===== src/rtl/shift_pipe.sv =====
// Two-stage pipelined shift/rotate unit: S1 holds the decoded op, S2 holds the
// registered result, zero flag and tag. Valid/ready on both sides, with a flush.
module shift_pipe #(
    parameter int WIDTH = 16,
    parameter int TAG_W = 3
) (
    input  logic             clk,
    input  logic             rst,
    input  logic             flush,
    input  logic             in_valid,
    output logic             in_ready,
    input  logic [1:0]       in_op,
    input  logic [WIDTH-1:0] in_data,
    input  logic [3:0]       in_amt,
    input  logic [TAG_W-1:0] in_tag,
    output logic             out_valid,
    input  logic             out_ready,
    output logic [WIDTH-1:0] out_data,
    output logic             out_zero,
    output logic [TAG_W-1:0] out_tag
);

    localparam logic [1:0] OP_ROL = 2'b00;
    localparam logic [1:0] OP_SLL = 2'b01;
    localparam logic [1:0] OP_ROR = 2'b10;
    localparam logic [1:0] OP_SRL = 2'b11;

    // Logarithmic left barrel: rot selects wrap-around versus zero fill.
    function automatic logic [15:0] barrel_left(input logic [15:0] d, input logic [3:0] n,
                                                input logic rot);
        logic [15:0] v;
        v = d;
        v = n[0] ? (rot ? {v[14:0], v[15]}    : {v[14:0], 1'b0})  : v;
        v = n[1] ? (rot ? {v[13:0], v[15:14]} : {v[13:0], 2'b00}) : v;
        v = n[2] ? (rot ? {v[11:0], v[15:12]} : {v[11:0], 4'h0})  : v;
        v = n[3] ? (rot ? {v[7:0],  v[15:8]}  : {v[7:0],  8'h00}) : v;
        return v;
    endfunction

    function automatic logic [15:0] barrel_right(input logic [15:0] d, input logic [3:0] n,
                                                 input logic rot);
        logic [15:0] v;
        v = d;
        v = n[0] ? (rot ? {v[0],    v[15:1]} : {1'b0,  v[15:1]}) : v;
        v = n[1] ? (rot ? {v[1:0],  v[15:2]} : {2'b00, v[15:2]}) : v;
        v = n[2] ? (rot ? {v[3:0],  v[15:4]} : {4'h0,  v[15:4]}) : v;
        v = n[3] ? (rot ? {v[7:0],  v[15:8]} : {8'h00, v[15:8]}) : v;
        return v;
    endfunction

    logic             s1_valid_q, s1_valid_d;
    logic [1:0]       s1_op_q,    s1_op_d;
    logic [WIDTH-1:0] s1_data_q,  s1_data_d;
    logic [3:0]       s1_amt_q,   s1_amt_d;
    logic [TAG_W-1:0] s1_tag_q,   s1_tag_d;
    logic             out_valid_q, out_valid_d;
    logic [WIDTH-1:0] out_data_q,  out_data_d;
    logic             out_zero_q,  out_zero_d;
    logic [TAG_W-1:0] out_tag_q,   out_tag_d;

    logic             s2_free_s;
    logic             s1_adv_s;
    logic             in_ready_s;
    logic             in_xfer_s;
    logic [WIDTH-1:0] result_s;

    // Handshake terms; in_ready is independent of in_valid.
    always_comb begin
        s2_free_s  = !out_valid_q || out_ready;
        s1_adv_s   = s1_valid_q && s2_free_s;
        in_ready_s = (!s1_valid_q || s2_free_s) && !flush;
        in_xfer_s  = in_valid && in_ready_s;
    end

    // Shift datapath between S1 and S2.
    always_comb begin
        case (s1_op_q)
            OP_ROL:  result_s = barrel_left(s1_data_q, s1_amt_q, 1'b1);
            OP_SLL:  result_s = barrel_left(s1_data_q, s1_amt_q, 1'b0);
            OP_ROR:  result_s = barrel_right(s1_data_q, s1_amt_q, 1'b1);
            OP_SRL:  result_s = barrel_right(s1_data_q, s1_amt_q, 1'b0);
            default: result_s = s1_data_q;
        endcase
    end

    // Next-state for both stages; payload registers only move on a transfer.
    always_comb begin
        s1_valid_d  = s1_valid_q;
        s1_op_d     = s1_op_q;
        s1_data_d   = s1_data_q;
        s1_amt_d    = s1_amt_q;
        s1_tag_d    = s1_tag_q;
        out_valid_d = out_valid_q;
        out_data_d  = out_data_q;
        out_zero_d  = out_zero_q;
        out_tag_d   = out_tag_q;
        if (flush) begin
            s1_valid_d  = 1'b0;
            out_valid_d = 1'b0;
        end else begin
            if (in_xfer_s) begin
                s1_valid_d = 1'b1;
                s1_op_d    = in_op;
                s1_data_d  = in_data;
                s1_amt_d   = in_amt;
                s1_tag_d   = in_tag;
            end else if (s1_adv_s) begin
                s1_valid_d = 1'b0;
            end else begin
                s1_valid_d = s1_valid_q;
            end
            if (s1_adv_s) begin
                out_valid_d = 1'b1;
                out_data_d  = result_s;
                out_zero_d  = (result_s == 16'h0000);
                out_tag_d   = s1_tag_q;
            end else if (out_ready) begin
                out_valid_d = 1'b0;
            end else begin
                out_valid_d = out_valid_q;
            end
        end
    end

    // Pipeline registers with synchronous reset taking priority over everything.
    always_ff @(posedge clk) begin
        if (rst) begin
            s1_valid_q  <= 1'b0;
            s1_op_q     <= 2'b00;
            s1_data_q   <= '0;
            s1_amt_q    <= 4'h0;
            s1_tag_q    <= '0;
            out_valid_q <= 1'b0;
            out_data_q  <= '0;
            out_zero_q  <= 1'b0;
            out_tag_q   <= '0;
        end else begin
            s1_valid_q  <= s1_valid_d;
            s1_op_q     <= s1_op_d;
            s1_data_q   <= s1_data_d;
            s1_amt_q    <= s1_amt_d;
            s1_tag_q    <= s1_tag_d;
            out_valid_q <= out_valid_d;
            out_data_q  <= out_data_d;
            out_zero_q  <= out_zero_d;
            out_tag_q   <= out_tag_d;
        end
    end

    assign in_ready  = in_ready_s;
    assign out_valid = out_valid_q;
    assign out_data  = out_data_q;
    assign out_zero  = out_zero_q;
    assign out_tag   = out_tag_q;

endmodule


===== config.mk =====
export PLATFORM = sky130hd
export DESIGN_NAME = shift_pipe
export DESIGN_NICKNAME = d
export VERILOG_FILES = /design/src/rtl/shift_pipe.sv
export SDC_FILE = /design/constraint.sdc
export NUM_CORES = 1
export LEC_CHECK = 0
export CORE_MARGIN = 1.5
export CORE_UTILIZATION = 45
export DETAILED_ROUTE_END_ITERATION = 6
export PLACE_DENSITY_LB_ADDON = 0.05
export SYNTH_ARGS = -nofsm -noshare
export SYNTH_HDL_FRONTEND = slang
export SYNTH_SLANG_ARGS = --single-unit

===== constraint.sdc =====
create_clock -name clk -period 7.3 [get_ports clk]
set_clock_uncertainty 0.2 [all_clocks]
set_input_delay 1.46 -clock clk [delete_from_list [all_inputs] [get_ports clk]]
set_output_delay 1.46 -clock clk [all_outputs]
set_load 0.01 [all_outputs]

==> impl_results.md, run 1 <==
- Crit path launch: out_ready
- Leakage: 1.51 nW
- Core outline area: 8680 um2
- Kind of critical path: in2out
- First-pass GRT wire length: 19100 um
- XOR/XNOR Fraction of Synth Area: 0%
- Tcrit/Tclk final: 61.6%
- Worst path required time: 5.64 ns
- Die Width: 97.5 um
- CTS max path bufs: 2
- Fraction of layout cells with a size suffix above 1: 13.4%
- Worst-Margin Slew: 0.944 ns
- Slew Limit Fails: 0
- Skew-Pair Late Insertion Delay: 0.31 ns
- Top FF cell, synth: dfxtp_1
- Starting Density: 46.4%
- Initial drt markers: 336
- FF+latch count, synth: 47
- DR top layer: met4
- Synth Cell Area: 4020 um2
- Hold Path End: out_tag[0]$_SDFFE_PP0P_
- Critical R2R Capture: out_zero$_SDFFE_PP0P_
- Post-route ant nets: 0
- Post_cts resized: 0
- Die Ht: 97.5 um
- Largest net degree at the start of global routing: 60
- CTS clock-pin slew for the worst setup and hold paths: 0.10 ns
- Net Switching: 200 uW
- R2R setup slack: 3.70 ns
- CP Max Fanout: 5
- Post-Route Setup TNS: 0 ns
- Root Driver: clkbuf_8
- Compound-cell area share of the yosys netlist: 20.9%
- Mux share of post-synthesis cell area: 30.5%
- FMAX: 223 MHz
- Sequential share of power: 43.8%
- CP Capture Type: output pin
- Final Core Density: 52.7%
- Post-synth EDFFs: 0
- Initial antenna violation count: 0
- Crit start category: primary input
- Area growth, synth to finish: 13.6%
- Final Hold Viols: 0
- Via/cell ratio: 6.29
- MaxCap Viol Count: 0
- Dpl cells: 586
- Gr usage total: 24.9%
- Ant. Diodes: 0
- CTS tree: yes
- Cell Rows: 34
- WL/cell: 19.4 um
- Number of global-route vias before repair: 3642
- PwrDens: 141 nW/um2
- Clock power frac: 30.8%
- Int Power: 445 uW
- Pre-CTS setup slack: 2.81 ns
- Slew margin rel.: 37.0%
- Num CTS Buffers: 5
- Worst VDD drop: 0.0888 mV
- Synth async-reset ratio: 0%
- YS warnings: 0
- Number of I/O pins: 52
- Total grt overflow: 0
- First-pass detailed-route iteration total: 5
- Post-CTS Repair Setup Buffers: 0
- Worst Hold Path Cells: 2
- Met2 wire len: 5190 um
- Port bufs: 51
- Synth Instances: 472
- H-tree levels: 2
- RSZ-0062 raised after global routing: no
- Mapped Nets: 502
- Remaining DRCs: 0
- Reg-to-Reg Start: s1_amt_q[1]$_SDFFE_PP0P_
- Period minus WS final: 4.49 ns
- Die area: 9520 um2
- Final setup violating endpoints: 0
- FF-to-FF path depth: 8
- Hold Startpoint: s1_tag_q[0]$_SDFFE_PP0P_
- Routed length on met3: 754 um
- Simple-gate share of the synthesized area: 17.8%
- Comb pwr share: 25.3%
- Hpwl dp: 7960 um
- DR vias: 3737
- Seq/Total Area, Yosys: 23.4%
- Nets@finish: 515
- Combinational family with the most area after synthesis: multiplexers
- Clk sinks: 47
- M1 WL: 5210 um
- Synth Area in Adders: 0%
- Finished Layout Cells: 594
- Final Wtd Congestion: 0.920
- WL final: 11500 um
- Switching part of the total: 30.9%
- Synth unique cells: 64
- Mean Syn Cell Area: 8.52 um2
- Status: complete, no violations
- Hold_buf cts: 0
- Worst Path Arrival: 2.83 ns
- Worst hold path class: reg2reg
- Worst setup margin: 2.81 ns
==> cell usage after synthesis, types with 3 or more instances <==
cell,count,share of area [%]
nor4_1,4,0.62
a211oi_1,11,2.1
o22ai_1,3,0.47
inv_1,6,0.56
a22oi_1,6,1.1
buf_4,3,0.56
or2_2,3,0.47
mux4_2,31,17
buf_2,8,1.0
nor3_1,6,0.75
mux2i_1,35,8.7
nor2_1,27,2.5
clkbuf_1,34,3.2
nand2b_1,4,0.62
nand2_1,83,7.7
o211ai_1,4,0.75
a31oi_1,4,0.62
o21ai_0,16,2.0
nor2b_1,8,1.2
a21oi_1,49,6.1
and2_1,4,0.62
buf_6,3,0.84
mux2_2,11,3.1
dfxtp_1,47,23
o31ai_1,4,0.75
nand3_1,4,0.50
==> power groups by stage <==
stage / clock network, mW / registers, mW / logic [mW]
after detailed placement: 0 / 0.288 / 0.162
after floorplan: 0 / 0.278 / 0.122
final: 0.199 / 0.283 / 0.163
after CTS: 0.204 / 0.282 / 0.162
after global placement: 0 / 0.287 / 0.160
after global routing: 0.215 / 0.284 / 0.179
==> registers in the layout, indices dropped and copies added (netlist names) <==
register and count:
s1_valid_q 1, out_data 16, s1_tag_q 3, s1_data_q 16, out_zero 1, out_valid 1, s1_op_q 2, out_tag 3
s1_amt_q 4
==> logic make-up after synthesis <==
family | count (synthesis)
mux | 79
simple gates | 157
flops | 47
compound gates | 129
buf+inv | 60
==> layer usage <==
layer  GRT usage (%)  up-vias
li1                -     1792
met1            34.7     1794
met2            37.7      124
met3            4.89       27
met4            10.2        0
met5               0        -
==> critical path, stage by stage <==
cell,delay [ns]
clkdlybuf4s50_1,0.40
nor2b_1,0.31
a21oi_1,0.17
clkdlybuf4s50_1,0.50
==> worst max-delay path by stage <==
stage / slack (ns) / endpoint / depth (start not counted)
2_1_floorplan: 3.81 / in_ready / 2
3_3_place_gp: 2.86 / in_ready / 4
3_5_place_dp: 2.81 / in_ready / 4
4_1_cts: 2.81 / in_ready / 4
5_1_grt: 2.67 / in_ready / 4
6_report: 2.81 / in_ready / 4
==> cell type report <==
cell class,count,area [um2]
well taps,108,135
fillers,844,4110
clock buffers,5,68.8
clock inverters,3,46.3
multi-input cells,365,2790
repair buffers,58,563
inverters,8,30.0
flip-flops and latches,47,942
==> cell usage in the layout, fill, tap and decap left out, types with 8 or more instances in the layout <==
cell type	n
dfxtp_1	46
mux4_2	31
a211oi_1	11
o21ai_0	16
nor2_1	27
mux2i_1	35
mux2_2	11
a21oi_1	49
clkdlybuf4s50_1	51
nand2_1	83
nor2b_1	8
==> per-stage QoR <==
stage               total power [mW]  hold slack (ns)  area [um2]
finish                         0.645            0.257        4570
global route                   0.678            0.274        4570
CTS                            0.648            0.259        4570
detailed placement             0.450            0.245        4460
global placement               0.448            0.239        4460
floorplan                      0.400            0.232        4020
Power figures use the tool's default switching activity.
==> inputs of run 2 (changes only) <==
Clock period 7.3 ns to 3.8 ns, I/O delays scaled along.
==> impl_results.md, run 2 (synthesized netlist as in run 1, its figures left out) <==
- Hpwl dp: 8800 um (was 7960 um)
- Final Wtd Congestion: 0.966 (was 0.920)
- Post-CTS Repair Setup Buffers: 0 (unchanged)
- First-pass GRT wire length: 19700 um (was 19100 um)
- CP max stage delay: 0.79 ns (was 0.50 ns)
- Crit path cell chain: buf_12 -> mux4_2 -> mux2_2 -> a221oi_1 -> o21a_1 -> a311oi_1 -> or4b_1 -> o31ai_1 (was clkdlybuf4s50_1 -> nor2b_1 -> a21oi_1 -> clkdlybuf4s50_1)
- CTS clock-pin slew for the worst setup and hold paths: 0.10 ns (about the same)
- CP Capture Type: flop (was output pin)
- Leakage: 1.55 nW (was 1.51 nW)
- WL/cell: 20.3 um (was 19.4 um)
- Worst setup margin: 0.389 ns (was 2.81 ns)
- Root Driver: clkbuf_8 (unchanged)
- Dpl cells: 592 (was 586)
- Die Ht: 97.5 um (unchanged)
- Slew Limit Fails: 0 (unchanged)
- Post-Route Setup TNS: 0 ns (unchanged)
- CP Max Fanout: 30 (was 5)
- Worst VDD drop: 0.144 mV (was 0.0888 mV)
- Tcrit/Tclk final: 89.8%
- Clk sinks: 47 (unchanged)
- MaxCap Viol Count: 0 (unchanged)
- CTS tree: yes (unchanged)
- Commonest non-fill, non-tap cells in the layout: nand2_1, clkdlybuf4s50_1, a21oi_1 (unchanged)
- CTS max path bufs: 2 (unchanged)
- Initial antenna violation count: 0 (unchanged)
- FMAX: 293 MHz
- PwrDens: 270 nW/um2 (was 141 nW/um2)
- Port bufs: 51 (unchanged)
- Starting Density: 46.4% (unchanged)
- First-pass detailed-route iteration total: 5 (unchanged)
- Worst-Margin Slew: 0.964 ns (was 0.944 ns)
- Commonest non-fill, non-tap cell in the layout: nand2_1 (unchanged)
- Critical path's slowest cell: dfxtp_1 (was clkdlybuf4s50_1)
- Final Hold Viols: 0 (unchanged)
- Finished Layout Cells: 600 (was 594)
- Cell Rows: 34 (unchanged)
- Worst path required time: 3.82 ns (was 5.64 ns)
- Final setup violating endpoints: 0 (unchanged)
- Period minus WS final: 3.41 ns
- Via/cell ratio: 6.38 (was 6.29)
- Fraction of layout cells with a size suffix above 1: 14.4% (was 13.4%)
- Skew-Pair Late Insertion Delay: 0.31 ns (about the same)
- Nets@finish: 521 (was 515)
- Hold_buf cts: 0 (unchanged)
- Post_cts resized: 0 (unchanged)
- Remaining DRCs: 0 (unchanged)
- RSZ-0062 raised after global routing: no (unchanged)
- H-tree levels: 2 (unchanged)
- Num CTS Buffers: 5 (unchanged)
- Pre-CTS setup slack: 0.419 ns (was 2.81 ns)
- Number of I/O pins: 52 (unchanged)
- DR vias: 3829 (was 3737)
- Number of global-route vias before repair: 3635 (was 3642)
- Slew margin rel.: 34.9% (was 37.0%)
- Die Width: 97.5 um (unchanged)
- WL final: 12200 um (was 11500 um)
- Status: complete, no violations (unchanged)
- Crit start category: flop (was primary input)
- Initial drt markers: 386 (was 336)
- Area growth, synth to finish: 15.7% (was 13.6%)
- Gr usage total: 26.1% (was 24.9%)
- Die area: 9520 um2 (unchanged)
- Post-route ant nets: 0 (unchanged)
- Worst hold path class: reg2reg (unchanged)
- Worst Path Arrival: 3.43 ns (was 2.83 ns)
- Ant. Diodes: 0 (unchanged)
- Kind of critical path: reg2reg (was in2out)
- Core outline area: 8680 um2 (unchanged)
- Total grt overflow: 0 (unchanged)
- Largest net degree at the start of global routing: 48 (was 60)
[run 2: changes by cell type in the layout (fill, tap and decap cells not counted), sizes merged]
cell | previous run | this run
buf | 7 | 13
[run 2: path summary, 6_finish.rpt]
| check | startpoint | to | slack (ns) | cells past startpoint |
|---|---|---|---|---|
| min reg2reg | out_tag[0]$_SDFFE_PP0P_ | out_tag[0]$_SDFFE_PP0P_ | 0.26 | 2 |
| min | out_tag[0]$_SDFFE_PP0P_ | out_tag[0]$_SDFFE_PP0P_ | 0.26 | 2 |
| max reg2reg | s1_amt_q[2]$_SDFFE_PP0P_ | out_zero$_SDFFE_PP0P_ | 0.39 | 8 |
| max | s1_amt_q[2]$_SDFFE_PP0P_ | out_zero$_SDFFE_PP0P_ | 0.39 | 8 |
[run 2: final cells by class]
type,count,area [um2]
Multi-Input combinational cell,365,2790
Sequential cell,47,942
Tap cell,108,135
Fill cell,851,4030
Clock buffer,5,68.8
Inverter,8,30.0
Timing Repair Buffer,64,646
Clock inverter,3,46.3
[run 2: per-stage QoR]
step	utilization, %	hold WS (ns)	area (um2)	power, mW
CTS	53.6	0.263	4650	1.26
global placement	52.3	0.244	4540	0.870
finish	53.6	0.262	4650	1.26
global route	53.6	0.286	4650	1.32
floorplan	-	0.232	4020	0.769
detailed placement	52.3	0.248	4540	0.872
[run 2: critical path, delay by kind of cell, from the launching register on]
family | cells | cell delay (ns)
buffers and inverters | 1 | 0.27
AO/OA/AOI/OAI | 4 | 0.85
flip-flops | 1 | 0.79
multiplexers | 2 | 0.66
AND/OR/NAND/NOR | 1 | 0.53
[run 2: report_power, final]
group / internal, mW / switching [mW]
Combinational: 0.154 / 0.162
Clock: 0.199 / 0.191
Sequential: 0.509 / 0.0402
Total: 0.862 / 0.393
[run 2: metal layers]
metal | GRT usage, % | wire length [um]
met1 | 36.3 | 5430
met2 | 39.7 | 5480
met3 | 4.24 | 794
met4 | 11.8 | 471
met5 | 0 | 0
